<file path="src/rtl/seg_reg_stack.sv">
// Segment register with a LIFO save/restore stack for call/interrupt context.
// Q is loadable like the plain register; PUSH/POP save and restore it, and sticky flags record misuse.
module seg_reg_stack #(
  parameter int               WIDTH       = 16,
  parameter int               DEPTH       = 4,
  parameter logic [WIDTH-1:0] RESET_VALUE = '0,
  localparam int              LW          = $clog2(DEPTH + 1)
) (
  input  logic             clk,
  input  logic             rst,
  input  logic             ena,
  input  logic [WIDTH-1:0] d,
  input  logic             push,
  input  logic             pop,
  input  logic             clr_err,
  output logic [WIDTH-1:0] q,
  output logic [LW-1:0]    level,
  output logic             full,
  output logic             empty,
  output logic             ovf,
  output logic             unf
);

  localparam int AW = (DEPTH > 1) ? $clog2(DEPTH) : 1;

  logic [WIDTH-1:0] stack [DEPTH];
  logic [AW-1:0]    wr_idx;
  logic [AW-1:0]    top_idx;
  logic             do_swap;
  logic             do_push;

  assign full  = (level == LW'(DEPTH));
  assign empty = (level == '0);

  always_comb begin
    wr_idx  = AW'(level);
    top_idx = AW'(level - 1'b1);
    do_swap = push && pop && !empty;
    do_push = push && !pop && !full;
  end

  // NOTE: stack storage has no reset; entries beyond LEVEL are never read, so
  // resetting them would only cost area. Reset still blocks writes that cycle.
  always_ff @(posedge clk) begin
    if (rst) begin
      if (do_swap) begin
        stack[top_idx] <= q;
      end else if (do_push) begin
        stack[wr_idx] <= q;
      end
    end
  end

  // NOTE: all state uses non-blocking assignments so every branch sees the pre-edge Q and LEVEL.
  always_ff @(posedge clk) begin
    if (!rst) begin
      q     <= RESET_VALUE;
      level <= '0;
      ovf   <= 1'b0;
      unf   <= 1'b0;
    end else begin
      if (clr_err) begin
        ovf <= 1'b0;
        unf <= 1'b0;
      end
      if (pop) begin
        // POP outranks ENA; PUSH+POP is a swap that leaves LEVEL alone.
        if (empty) begin
          unf <= 1'b1;
        end else begin
          q <= stack[top_idx];
          if (!push) begin
            level <= level - 1'b1;
          end
        end
      end else begin
        if (ena) begin
          q <= d;
        end
        if (push) begin
          if (full) begin
            ovf <= 1'b1;
          end else begin
            level <= level + 1'b1;
          end
        end
      end
    end
  end

endmodule

</file>
<file path="config.mk">
export PLATFORM = sky130hd
export DESIGN_NAME = seg_reg_stack
export DESIGN_NICKNAME = d
export VERILOG_FILES = /design/src/rtl/seg_reg_stack.sv
export SDC_FILE = /design/constraint.sdc
export NUM_CORES = 1
export LEC_CHECK = 0
export CORE_MARGIN = 4
export CORE_UTILIZATION = 46
export CTS_BUF_LIST = sky130_fd_sc_hd__clkbuf_8
export CTS_CLUSTER_DIAMETER = 200
export DETAILED_ROUTE_END_ITERATION = 6
export GPL_TIMING_DRIVEN = 0
export PLACE_DENSITY = 0.79
export SYNTH_ARGS = -nofsm -noshare
export SYNTH_HDL_FRONTEND = slang
export SYNTH_SLANG_ARGS = --single-unit
export TNS_END_PERCENT = 1
</file>
<file path="constraint.sdc">
create_clock -name clk -period 7.6 [get_ports clk]
set_input_delay 1.52 -clock clk [delete_from_list [all_inputs] [get_ports clk]]
set_output_delay 1.52 -clock clk [all_outputs]
set_load 0.02 [all_outputs]
</file>
-- Word-level counts from Yosys, hierarchy flattened
Memories as Yosys holds them, arrays and structs flattened.
Index checks and enable logic that the tools add are counted.
- bits in writable memories: 64
- memories kept: 1
- word-level logic and storage cells: 49
- bits in registers: 21
- equal/unequal tests: 4
- $add $sub $neg: 2
- mux-type cells: 25
- reduce and logical (&&, ||, !) cells: 13
- memory list (name ; words ; width ; read ports ; clocked after Yosys merged registers in ; write ports ; line ; RTL):
    stack ; 4 ; 16 ; 1 ; 0 ; 1 ; 26 ; logic [WIDTH-1:0] stack [DEPTH];
- operator list (operator ; number):
    $mux W16 ; 4
    $reduce_or A16 Y1 ; 1
    $mux W1 ; 15
    $mux W3 ; 5
    $ne A2 B2 Y1 const B ; 3
    $logic_and A1 B1 Y1 ; 4
    $reduce_and A4 Y1 ; 1
    $reduce_bool A2 Y1 ; 2
    $add A3 B1 Y3 const B ; 1
    $eq A3 B3 Y1 const B ; 1
    $logic_not A1 Y1 ; 3
    $logic_not A3 Y1 ; 1
    $sub A3 B1 Y3 const B ; 1
    $mux W2 ; 1
    $reduce_and A2 Y1 ; 1

-- Longest topological paths before layout
- word-level depth: 9
- mapped depth: 10

-- Worst setup path before layout
OpenSTA, ideal clock, no wires.
- path kind: input to register
- from: input port pop
- to: memory stack[0][0] (enable)
- path slack: 3.946 ns
- cell stages on the path: 5
- arrival time: 3.244 ns
- library setup time: 0.409 ns
- cells stage by stage: buf_6 a21oi_2 and3_4 mux2i_1 nor3_1
- cells in the longest elaborated chain, start to end: 9
- elaborated cells between the ends (all ways): 15
- RTL lines (item ; line ; RTL):
    start: declaration ; 14 ; input logic pop,
    $logic_not A1 Y1 ; 39 ; do_push = push && !pop && !full;
    $logic_and A1 B1 Y1 (2 in a row) ; 39 ;
    $mux W1 ; 48 ; end else if (do_push) begin
    $mux W1 ; 46 ; if (do_swap) begin
    $mux W1 ; 45 ; if (rst) begin
    $mux W1 (not written as such) ; 49 ; stack[wr_idx] <= q;
    $reduce_or A16 Y1 (no source line) ; -- ;
    $mux W2 (no source line) / $mux W1 (equally long branches) ; -- ;
    end: declaration ; 26 ;
Parallel ways exist; a longest one is shown, timed or not.

-- Final worst setup path
- from: register level[0]
- to: output port empty
- cells in the longest elaborated chain, start to end: 1
- RTL lines (item ; line ; RTL):
    start: declaration ; 17 ; output logic [LW-1:0] level,
    start signal: assignment ; 73 ; level <= level - 1'b1;
    start signal: assignment ; 84 ; level <= level + 1'b1;
    $logic_not A3 Y1 ; 33 ; assign empty = (level == '0);
    end: declaration ; 19 ; output logic empty,
No other way between the ends.

==> out/summary.txt <==
outcome: finished clean
# diodes: 0
syn_nets: 274
Leakage: 0.00149 uW
largest net degree at the start of global routing: 17
detail-routed net length per standard cell: 17.7 um
Mapped Cells: 249
hold_buf cts: 0
DR vias/cell: 5.48
crit path kind: flip-flop to output pin
Mean Syn Cell Area: 14.3 um2
Die Area: 9240 um2
power per cell area: 233 nW/um2
WP data arrival: 2370 ps
Synth Register Bits: 85
Worst Path Buf+Inv: 6
CTS tree: built
RSZ-0062 raised after global routing: false
number of fill cells: 602
Final Cycle Share: 51.2%
worst clock skew: 7.92 ps
DR pass1 iterations: 5
area share of the leading cell type in the synthesized netlist: 53.8%
unique cell type count in the Yosys netlist: 45
Net Sw Power: 263 uW
Final Worst Setup Slack: 3710 ps
Layout Cells excl Fill: 409
share of layout cells above drive strength 1: 17.7%
worst skew pair latency: 350 ps
Switching Fraction: 25.8%
setup total negative slack: 0 ps
vias after detailed routing: 2240
Layout area overhead: 21.9%
worst reg-to-reg setup slack: 4410 ps
DRC: 0
post-CTS sizing: 0
Post-synth EDFFs: 64
yosys warns: 0
Worst-Margin Slew: 1040 ps
clk buf depth: 2
register area share after synthesis: 65.6%
Die Wd: 96.1 um
CTS H-tree lvls: 3
Routed Antenna Nets: 0
count leader, synth: edfxtp_1
largest area contributor in the netlist: edfxtp_1
sequential power share: 53.5%
max-cap violation count: 0
most frequent cells after synthesis: 64 x edfxtp_1, 21 x dfxtp_1, 16 x mux2_2, 16 x nand2_1, 15 x mux2i_1
max incr delay on CP: 590 ps
Worst-path clk slew: 80 ps
CP endpoint kind: output pin
Num Clock Sinks: 85
CP Launch Type: flip-flop
slowest cell on the critical path: clkdlybuf4s50_1
via count of the first global-routing pass: 2236
Initial DRC Count: 133
CTS Buf Count: 9
total wire length: 7250 um
Synth area leaders: edfxtp_1 54%, dfxtp_1 12%, mux2_2 5.0%
boundary pin count: 45
core area: 7410 um2
min Tclk post-route: 3890 ps
worst-path cell chain: buf_6 -> buf_4 -> inv_1 -> ha_1 -> buf_2 -> nand2b_1 -> inv_1 -> clkdlybuf4s50_1
All-Layer GR Usage: 16.9%
Int Pwr: 754 uW
Post-synth ARST share: 0%
clock power share: 31.1%
Worst path top cell family by delay: buffers and inverters
GRT Residual Overflow: 0
Placed Area: 4160 um2
nets: 330
post-route cell area: 4350 um2
gpl congestion: 0.796
DP HPWL: 4670 um
IR drop worst, VDD: 0.000116 V
Data required, critical path: 6080 ps
antenna violations before repair: 0
# setup viols final: 0
placed cells: 393
Top cell by count, worst path: inv_1
Critical Path Fanout Max: 10
Die Ht: 96.1 um
PortBufs: 44
Comb power frac: 15.3%
FMAX: 257 MHz
initial core utilization: 48.2%
Post-CTS Setup Bufs: 0
CTS root buffer: clkbuf_8
min-delay worst type: flip-flop to flip-flop
Post-synth top flop: edfxtp_1
Placement Setup Slack: 3520 ps
global-route wire length before repair: 11300 um
row count: 31
Final Hold Vio Count: 0
mapped cell area: 3570 um2
max_slew headroom: 30.6%
fin. max-slew vios: 0
## stage by stage
stage,power (uW),utilization [%],hold WS (ps)
global route,1060,58.8,539
finish,1020,58.8,527
CTS,1020,58.8,526
floorplan,645,-,565
global placement,706,55.8,495
detailed placement,711,56.1,512
## per-layer routing
metal,share of wire (%),vias up,global-route usage (%)
li1,-,1070,-
met2,47,71,26.5
met5,0,-,0
met3,6.1,8,3.60
met1,46,1091,23.1
met4,1.0,0,6.28
## cell type report
class / count / area [um2] / area share, %
sequential: 85 / 2340 / 53.8
multi-input combinational: 140 / 1090 / 25.2
timing repair buffer: 45 / 452 / 10.4
clock buffer: 9 / 124 / 2.85
tap: 99 / 124 / 2.85
buffer: 17 / 119 / 2.73
clock inverter: 7 / 71.3 / 1.64
inverter: 7 / 26.3 / 0.604
## layout by cell type, fill, tap and decap left out, types with 4 or more instances in the layout
cell type / Yosys / routed
a21boi_0: 4 / 4
a21oi_1: 13 / 13
a222oi_1: 8 / 8
a22oi_1: 7 / 7
and2_1: 4 / 4
buf_2: 5 / 5
buf_4: 4 / 4
buf_6: 3 / 4
clkbuf_1: 4 / 4
clkbuf_8: 0 / 9
clkdlybuf4s50_1: 0 / 44
dfxtp_1: 21 / 21
edfxtp_1: 64 / 64
inv_1: 6 / 6
mux2_2: 16 / 16
mux2i_1: 15 / 15
nand2_1: 16 / 16
o211ai_1: 6 / 6
o21ai_0: 10 / 10
## worst min-delay path: stages (launching register included)
cell      delay (ps)
dfxtp_1          350
nand2_1           60
a21boi_0          70
## power by group through the flow
stage                     combinational (uW)  clock (uW)  sequential (uW)
after floorplan                         81.7           0              564
after global placement                   153           0              553
after detailed placement                 157           0              555
after CTS                                157         321              544
after global routing                     169         343              547
final                                    156         316              544
## logic make-up after synthesis
kind of cell / count (synthesis) / synth area share [%]
compound gates: 61 / 11.9
simple gates: 42 / 6.83
fa+ha+maj: 3 / 1.05
flops: 85 / 65.6
buf+inv: 24 / 4.06
mux: 34 / 10.5
## final timing paths
check           start            to  cells after the start
max          level[0]         empty                      8
max reg2reg  level[0]  stack[2][12]                      9
min reg2reg      q[3]          q[3]                      2
min              q[3]          q[3]                      2
## flip-flops by register name (all words and copies together) (netlist names)
signal and flops:
ovf 1, q 16, unf 1, stack 64, level 3
Power figures use the tool's default switching activity.
